## config.mk

```make
export PLATFORM = sky130hd
export DESIGN_NAME = usb_rx_line_decoder
export DESIGN_NICKNAME = d
export VERILOG_FILES = /design/src/rtl/usb_rx_line_decoder.sv
export SDC_FILE = /design/constraint.sdc
export NUM_CORES = 1
export LEC_CHECK = 0
export ABC_AREA = 1
export BUFFER_PORTS_ARGS = -buffer_cell sky130_fd_sc_hd__clkbuf_2
export CELL_PAD_IN_SITES_DETAIL_PLACEMENT = 1
export CELL_PAD_IN_SITES_GLOBAL_PLACEMENT = 1
export CORE_MARGIN = 10
export CORE_UTILIZATION = 34
export DETAILED_ROUTE_END_ITERATION = 7
export GPL_TIMING_DRIVEN = 0
export MAX_ROUTING_LAYER = met4
export PLACE_DENSITY_LB_ADDON = 0.08
export REMOVE_ABC_BUFFERS = 1
export SYNTH_ARGS = -nofsm -noshare
export SYNTH_HDL_FRONTEND = slang
export SYNTH_SLANG_ARGS = --single-unit
```

## constraint.sdc

```tcl
create_clock -name i_clk -period 1.8 [get_ports i_clk]
set_clock_uncertainty 0.1 [all_clocks]
set_input_delay 0.36 -clock i_clk [delete_from_list [all_inputs] [get_ports i_clk]]
set_output_delay 0.36 -clock i_clk [all_outputs]
set_load 0.01 [all_outputs]
```

## src/rtl/usb_rx_line_decoder.sv

```systemverilog
// Purpose : USB full-speed receive line front end: pin synchronizer, edge detect,
//           SE0 detect, NRZI decode and bit-stuff tracking.
// Latency : pins -> o_d_edge/o_eop 2 cycles; strobe -> o_d_orig/o_bit_stuff/o_stuff_err 1 cycle.
// Backpressure: none; the bit timer paces decoding through i_shift_en.
//
// Ports:
//   i_clk        system clock, all state on rising edge
//   i_rst        synchronous active-high reset
//   i_d_plus     raw asynchronous D+ pin
//   i_d_minus    raw asynchronous D- pin
//   i_rcving     high while the receive controller is inside a packet
//   i_shift_en   one-cycle bit-sample strobe from the bit timer
//   o_d_edge     one-cycle pulse on any transition of synchronized D+
//   o_d_orig     current NRZI-decoded bit, valid the cycle after a strobe
//   o_bit_stuff  high while the next strobe samples a stuffed bit
//   o_stuff_err  one-cycle pulse: the stuffed bit was not a 0
//   o_eop        high while synchronized D+ and D- are both 0 (SE0)

module usb_rx_line_decoder #(
    parameter int STUFF_LEN = 6
) (
    input  logic i_clk,
    input  logic i_rst,
    input  logic i_d_plus,
    input  logic i_d_minus,
    input  logic i_rcving,
    input  logic i_shift_en,
    output logic o_d_edge,
    output logic o_d_orig,
    output logic o_bit_stuff,
    output logic o_stuff_err,
    output logic o_eop
);

    localparam int CNT_W = $clog2(STUFF_LEN + 1);
    localparam logic [CNT_W-1:0] STUFF_MAX = CNT_W'(STUFF_LEN);

    // Synchronizer stages; reset to the idle J state (D+ high, D- low).
    logic r_dp1, r_dp2, r_dp3;
    logic r_dm1, r_dm2;

    // Decoder state.
    logic             r_prev_bit;
    logic             r_d_orig;
    logic             r_stuff_err;
    logic [CNT_W-1:0] r_ones_cnt;

    logic w_eop;
    logic w_dec_bit;
    logic w_bit_stuff;
    logic w_take_bit;

    always_ff @(posedge i_clk) begin
        if (i_rst) begin
            r_dp1 <= 1'b1;
            r_dp2 <= 1'b1;
            r_dp3 <= 1'b1;
            r_dm1 <= 1'b0;
            r_dm2 <= 1'b0;
        end else begin
            r_dp1 <= i_d_plus;
            r_dp2 <= r_dp1;
            r_dp3 <= r_dp2;
            r_dm1 <= i_d_minus;
            r_dm2 <= r_dm1;
        end
    end

    // Line state is taken from the second synchronizer stage; the third D+
    // stage exists only to see a change of the synchronized value.
    assign w_eop       = ~r_dp2 & ~r_dm2;
    assign w_dec_bit   = (r_dp2 == r_prev_bit);   // no transition decodes as 1
    assign w_bit_stuff = (r_ones_cnt == STUFF_MAX);
    assign w_take_bit  = i_shift_en & i_rcving;

    always_ff @(posedge i_clk) begin
        if (i_rst) begin
            r_prev_bit  <= 1'b1;
            r_d_orig    <= 1'b1;
            r_stuff_err <= 1'b0;
            r_ones_cnt  <= '0;
        end else begin
            r_stuff_err <= 1'b0;
            if (!i_rcving) begin
                // Between packets the decoder re-arms to idle J; d_orig keeps
                // whatever it last presented.
                r_ones_cnt <= '0;
                r_prev_bit <= 1'b1;
            end else if (w_take_bit) begin
                if (w_eop) begin
                    // SE0 is not a data bit: restart decoding from J.
                    r_ones_cnt <= '0;
                    r_prev_bit <= 1'b1;
                    r_d_orig   <= 1'b1;
                end else begin
                    r_d_orig   <= w_dec_bit;
                    r_prev_bit <= r_dp2;
                    if (w_bit_stuff) begin
                        // This strobe carries the stuffed bit; it must be a 0.
                        r_ones_cnt  <= '0;
                        r_stuff_err <= w_dec_bit;
                    end else if (w_dec_bit) begin
                        r_ones_cnt <= r_ones_cnt + 1'b1;
                    end else begin
                        r_ones_cnt <= '0;
                    end
                end
            end
        end
    end

    assign o_d_edge    = r_dp2 ^ r_dp3;
    assign o_d_orig    = r_d_orig;
    assign o_bit_stuff = w_bit_stuff;
    assign o_stuff_err = r_stuff_err;
    assign o_eop       = w_eop;

endmodule

```

==> summary.md, run 1 <==
| Metric | Value |
|---|---|
| Power Dens Cells | 833 nW/um2 |
| R2R Path Start | r_ones_cnt[0]$_SDFFE_PP0P_ |
| GRT Residual Overflow | 0 |
| Hold path depth | 2 |
| Worst vdd ir | 0.424 mV |
| Area leader, netlist | dfxtp_1 |
| Share of cells above drive strength 1 | 0.274 |
| Total core area | 1280 um2 |
| Inserted Clock Buffers | 3 |
| CP Launch Point | r_ones_cnt[0]$_SDFFE_PP0P_ |
| CTS H-tree lvls | 1 |
| Initial Util | 0.357 |
| RSZ-0062 raised after global routing | false |
| Reg2reg end | r_ones_cnt[0]$_SDFFE_PP0P_ |
| Seq cells post-synth | 11 |
| Yosys Warn Count | 0 |
| Site Rows | 13 |
| Starting DRT DRC Count | 5 |
| Fin crit share | 0.909 |
| Fmax | 0.611 GHz |
| Seq/Total Area, Yosys | 0.480 |
| Gpl congestion | 0.734 |
| Largest cells by area after synthesis | dfxtp_1 48%, nand2_1 9.8%, inv_1 8.2% |
| Die Ht | 56.8 um |
| DP HPWL | 802 um |
| Commonest non-fill, non-tap cell in the layout | nand2_1 |
| Hold Crit Start | i_d_plus |
| CTS tree | done |
| Crit path DAT | 1180 ps |
| Die width | 56.8 um |
| Final setup vio count | 0 |
| Total Wirelength | 1030 um |
| Initial antenna violation count | 0 |
| CP required | 1340 ps |
| Avg Inst Size Synth | 7.78 um2 |
| Longest Clk Path Bufs | 2 |
| Setup TNS | 0 ps |
| Critical path type | flip-flop to output port |
| Distinct cell type count after synthesis | 16 |
| Input/output buffers | 10 |
| DP Worst Slack | 434 ps |
| # clock sinks | 11 |
| # IOs | 11 |
| R2R depth | 7 |
| Min cycle time layout | 1640 ps |
| Root Buffer | clkbuf_4 |
| Min-delay worst type | input port to flip-flop |
| Fin. Hold Viols | 0 |
| Worst-skew pair later-pin latency | 270 ps |
| Post-Syn Instances | 59 |
| Hold path endpoint | r_dp1$_SDFF_PP1_ |
| DR vias/cell | 4.53 |
| Pleak | 0.000302 uW |
| Diodes inserted | 0 |
| Status | complete, no violations |
| Commonest cells after routing, fill and taps aside | 12 x nand2_1, 11 x dfxtp_1, 10 x inv_1, 10 x clkbuf_2, 6 x nand3_1 |
| Hold Buf Count CTS | 0 |
| Worst reg2reg setup slack | 540 ps |
| Final Util | 0.431 |
| Worst-path clk slew | 60 ps |
| Layout Nets | 82 |
| Netlist Area Pre-Place | 459 um2 |
| CP max FO | 4 |
| Global-route wire length before repair | 1850 um |
| Max-Cap Viols | 0 |
| Die Area | 3220 um2 |
| ANT nets after route | 0 |
| CTS-repair resized insts | 0 |
| Largest net degree at the start of global routing | 7 |
| Setup bufs post-CTS | 0 |
| WL/cell | 11.7 um |
| DRT Pass-1 Iters | 4 |
| Vias in the first global route | 391 |
| DRC | 0 |
| Vias | 399 |
| Crit end category | output port |
| Critical path launch point type | flip-flop |
| Slew HR | 0.817 |
| Final slew viol count | 0 |
| Area Overhead vs Synth | 20.7% |
| Slew at the pin closest to its max-slew limit | 275 ps |
| Post-route setup slack | 165 ps |
| Gr usage total | 0.0756 |
| Synth top area share | 0.480 |
[how the worst max path moves through the flow]
stage	slack, ps	to	cells past startpoint
floorplan	610	o_bit_stuff	4
CTS	140	o_bit_stuff	5
global route	70	o_bit_stuff	5
global placement	450	o_bit_stuff	5
finish	160	o_bit_stuff	5
detailed placement	430	o_bit_stuff	5
[cell type report]
cell class	count	area [um2]
Sequential cell	11	220
Tap cell	15	18.8
Clock buffer	4	26.3
Multi-Input combinational cell	37	198
Fill cell	178	731
Timing Repair Buffer	10	50.0
Inverter	11	41.3
[critical path, cell delays in order, from the launching register on]
cell and delay, ps:
dfxtp_1 380, inv_1 60, ha_1 180, nand2_1 80, inv_1 80, clkbuf_2 130
[through the flow]
stage	total power, uW	area, um2	std cells	hold WS, ps
final	462	554	88	180
after CTS	471	554	88	172
after global routing	491	554	88	172
after floorplan	286	459	59	288
after global placement	303	528	84	294
after detailed placement	305	528	84	298
[routing by layer]
metal / global-route usage / part of all wire
met2: 0.102 / 0.42
met3: 0.0562 / 0.085
met4: 0.0302 / 0.012
met1: 0.0823 / 0.49
met5: - / 0
[sequential cells by signal, indices dropped and copies added (netlist names)]
register     flops
r_ones_cnt       3
o_d_orig         1
o_stuff_err      1
r_dm1            1
r_dm2            1
r_dp1            1
r_dp2            1
r_dp3            1
r_prev_bit       1
[logic make-up (layout without fill, tap and decap cells)]
kind of cell,Yosys count,after routing,share of synthesized area
and+or+nand+nor,28,28,0.292
xor gates and xnor gates,1,1,0.0191
AOI/OAI and AO/OA,6,6,0.0654
DFF,11,11,0.480
adders and majority gates,2,2,0.0545
buffers and inverters,11,25,0.0899
[where the power goes]
group | switching [uW] | leakage, uW | internal, uW
combinational | 25.3 | 0.000196 | 17.0
clock | 77.9 | 0.0000150 | 85.7
sequential | 4.69 | 0.0000901 | 251
total | 108 | 0.000302 | 354
[Yosys cell counts, drive strengths merged]
master	number
nand2	14
dfxtp	11
inv	11
nand3	6
nor2	5
a21oi	3
o21ai	3
ha	2
or2	2
nor3	1
xor2	1
Power figures use the tool's default switching activity.
==> inputs of run 2 (changes only) <==
--- a/config.mk
+++ b/config.mk
@@ -5,10 +5,10 @@
 export SDC_FILE = /design/constraint.sdc
 export NUM_CORES = 1
 export LEC_CHECK = 0
-export ABC_AREA = 1
 export BUFFER_PORTS_ARGS = -buffer_cell sky130_fd_sc_hd__clkbuf_2
 export CELL_PAD_IN_SITES_DETAIL_PLACEMENT = 1
 export CELL_PAD_IN_SITES_GLOBAL_PLACEMENT = 1
+export CORE_ASPECT_RATIO = 1.1
 export CORE_MARGIN = 10
 export CORE_UTILIZATION = 34
 export DETAILED_ROUTE_END_ITERATION = 7
==> run 2 against run 1 <==
Net effect:
- count of clock-buffer cells in the layout is the same
- non-clock buffer count unchanged
- core utilization fell by 1.4 points
- worst hold slack lost 4.8 ps
- routed wire length is 5.3% lower
- combinational power is 16% lower
- critical path depth did not move
- sequential share of layout area shrank 1.1 points
- design area grew 2.9%
- via count decreased by 3.8%
- die area rose by 3.7%
- power fell by 1.4%
==> summary.md, run 2 <==
| Metric | Value |
|---|---|
| Status | complete, no violations |
| Fin area | 571 um2 (+2.9%) |
| Max reg flops | 3 (unchanged) |
| Setup TNS | 0 ps (unchanged) |
| Min cycle time layout | 1690 ps (+52.7 ps) |
| Count leader, synth | dfxtp_1 |
| DRC | 0 (unchanged) |
| Seq/Total Area, Yosys | 0.454 (-0.0260) |
| Inserted Clock Buffers | 3 (unchanged) |
| Largest cells by area after synthesis | dfxtp_1 45%, ha_1 5.2%, nand2_1 4.6% |
| Crit path largest cell delay | 370 ps (about the same) |
| # IOs | 11 (unchanged) |
| Diodes inserted | 0 (unchanged) |
| Post-synthesis compound-gate area fraction | 0.106 (+0.0403) |
| Site Rows | 14 (+1) |
| Starting DRT DRC Count | 2 (-3) |
| Max-Cap Viols | 0 (unchanged) |
| Seq cells post-synth | 11 (unchanged) |
| Proportion of synthesized area in mux cells | 0.0206 (+0.0206) |
| Largest net degree at the start of global routing | 9 (+2) |
| Distinct cell type count after synthesis | 23 (+7) |
| Slew HR | 0.791 (-0.0259) |
| CP max stage cell | dfxtp_1 |
| Final setup vio count | 0 (unchanged) |
| Longest Clk Path Bufs | 2 (unchanged) |
| Power Dens Cells | 799 nW/um2 (-4.2%) |
| CP Buf/Inv Count | 3 (unchanged) |
| CTS H-tree lvls | 1 (unchanged) |
| CP max FO | 4 (unchanged) |
| CTS tree | done |
| DR vias/cell | 4.86 (+7.2%) |
| DRT Pass-1 Iters | 2 (-2) |
| Share of cells above drive strength 1 | 0.254 (-0.0200) |
| Worst-skew pair later-pin latency | 260 ps (about the same) |
| GRT Residual Overflow | 0 (unchanged) |
| Area leader, netlist | dfxtp_1 |
| Critical path's top delay family | flip-flops |
| Commonest non-fill, non-tap cell in the layout | dfxtp_1 |
| Initial Util | 0.355 (-0.00204) |
| Largest family of logic cells by synthesized area | simple AND/OR/NAND/NOR gates |
| Netlist Area Pre-Place | 485 um2 (+5.7%) |
| Min-delay worst type | input port to flip-flop |
| WL/cell | 12.3 um (+5.5%) |
| FILL cells | 161 (-9.6%) |
| Hold Buf Count CTS | 0 (unchanged) |
| Final slew viol count | 0 (unchanged) |
| Critical path type | flip-flop to output port |
| Yosys Warn Count | 0 (unchanged) |
| Crit end category | output port |
| Total core area | 1370 um2 (+6.3%) |
| Crit path DAT | 1230 ps (+50 ps) |
| Worst vdd ir | 0.392 mV (-7.7%) |
| Fin. Hold Viols | 0 (unchanged) |
| Slew at the pin closest to its max-slew limit | 314 ps (+38.7 ps) |
| Initial antenna violation count | 0 (unchanged) |
| Post-Synth Simple-Gate Area | 0.296 (+0.00484) |
| Biggest register | r_ones_cnt |
| Placed cell area | 544 um2 (+3.1%) |
| Root Buffer | clkbuf_4 |
| Async S/R FF share, synth | 0 (unchanged) |
| Critical-path cell list | inv_1 -> ha_1 -> nand2_1 -> inv_1 -> clkbuf_2 |
| CTS-repair resized insts | 0 (unchanged) |
| Worst path most repeated cell | inv_1 |
| DP HPWL | 789 um (-1.6%) |
| RSZ-0062 raised after global routing | false |
| Number of synthesized flops with an enable pin | 0 (unchanged) |
| Setup bufs post-CTS | 0 (unchanged) |
| Gr usage total | 0.0682 (-0.00739) |
| Fmax | 0.592 GHz (-3.1%) |
| Post-synth top cells | 11 x dfxtp_1, 6 x nand2_1, 4 x inv_1 |
| Critical path launch point type | flip-flop |
| Die width | 56.0 um (-1.3%) |
| Vias in the first global route | 412 (+5.4%) |
| Main flop type after synthesis | dfxtp_1 |
| # clock sinks | 11 (unchanged) |
| Die Area | 3340 um2 (+3.7%) |
| Placed instance count | 75 (-11%) |
| Avg Inst Size Synth | 9.71 um2 (+25%) |
| Commonest cells after routing, fill and taps aside | 11 x dfxtp_1, 10 x clkbuf_2, 6 x nand2_1, 4 x inv_1 |
| Pleak | 0.000272 uW (-9.9%) |
| ANT nets after route | 0 (unchanged) |
| Fin crit share | 0.938 (+0.0293) |
| Post-Synth Adder-Cell Area | 0.0515 (-0.00295) |
| Xor/xnor share of the synthesized area | 0.0180 (-0.00103) |
| Area Overhead vs Synth | 17.5% |
| Worst-path clk slew | 70 ps (about the same) |
| Synth top area share | 0.454 (-0.0260) |
| Post-Syn Instances | 50 (-15%) |
| Layout Nets | 72 (-12%) |
| Input/output buffers | 10 (unchanged) |
| Vias | 384 (-3.8%) |
| CP required | 1340 ps (about the same) |
| Total Wirelength | 974 um (-5.3%) |
| Die Ht | 59.6 um (+5.1%) |
| Global-route wire length before repair | 1750 um (-5.6%) |
| Gpl congestion | 0.687 (-6.5%) |
| Layout Cells excl Fill | 79 (-10%) |
run 2: changes by cell type after synthesis, sizes merged, moves of 3 or more:
cell | previous run | this run
nand3 | 6 | 1
nor2 | 5 | 2
inv | 11 | 4
nand2 | 14 | 6
run 2: path summary, 6_finish.rpt:
path | endpoint | slack [ps] | start | depth (start not counted)
setup / recovery | o_bit_stuff | 110 | r_ones_cnt[0]$_SDFFE_PP0P_ | 5
hold / removal | r_dp1$_SDFF_PP1_ | 170 | i_d_plus | 2
setup reg to reg | r_ones_cnt[0]$_SDFFE_PP0P_ | 550 | r_ones_cnt[0]$_SDFFE_PP0P_ | 5
hold reg to reg | r_dp2$_SDFF_PP1_ | 310 | r_dp1$_SDFF_PP1_ | 1
run 2: logic make-up (layout without fill, tap and decap cells):
group | after synthesis | count (layout)
simple gates | 22 | 22
xor+xnor | 1 | 1
mux | 1 | 1
flops | 11 | 11
fa+ha+maj | 2 | 2
compound gates | 8 | 8
buf+inv | 5 | 18
run 2: per-stage QoR:
step | hold slack (ps) | setup slack, ps | utilization | power [uW]
global placement | 296 | 419 | 0.398 | 298
finish | 175 | 112 | 0.418 | 456
CTS | 164 | 73.6 | 0.418 | 469
detailed placement | 304 | 378 | 0.398 | 299
global route | 165 | 3.46 | 0.418 | 489
floorplan | 283 | 562 | - | 281
run 2: layer usage:
| metal | GRT usage | up-vias | part of all wire | wire length, um |
|---|---|---|---|---|
| met5 | - | - | 0 | 0 |
| met4 | 0.0412 | 0 | 0.011 | 11 |
| met3 | 0.0300 | 2 | 0.049 | 48 |
| met2 | 0.108 | 8 | 0.47 | 453 |
| met1 | 0.0690 | 178 | 0.47 | 460 |
| li1 | - | 196 | - | - |
run 2: cell type report:
| type | count | area, um2 | area share |
|---|---|---|---|
| Timing Repair Buffer | 10 | 50.0 | 0.0877 |
| Sequential cell | 11 | 220 | 0.386 |
| Inverter | 4 | 15.0 | 0.0263 |
| Clock buffer | 4 | 26.3 | 0.0461 |
| Tap cell | 16 | 20.0 | 0.0351 |
| Multi-Input combinational cell | 34 | 239 | 0.419 |
run 2: power breakdown:
group          switching (uW)  leakage (uW)  internal, uW  total [uW]
clock                    78.0     0.0000150          85.6         164
combinational            19.0      0.000167          16.7        35.7
sequential               5.58     0.0000901           251         256
total                     103      0.000272           353         456
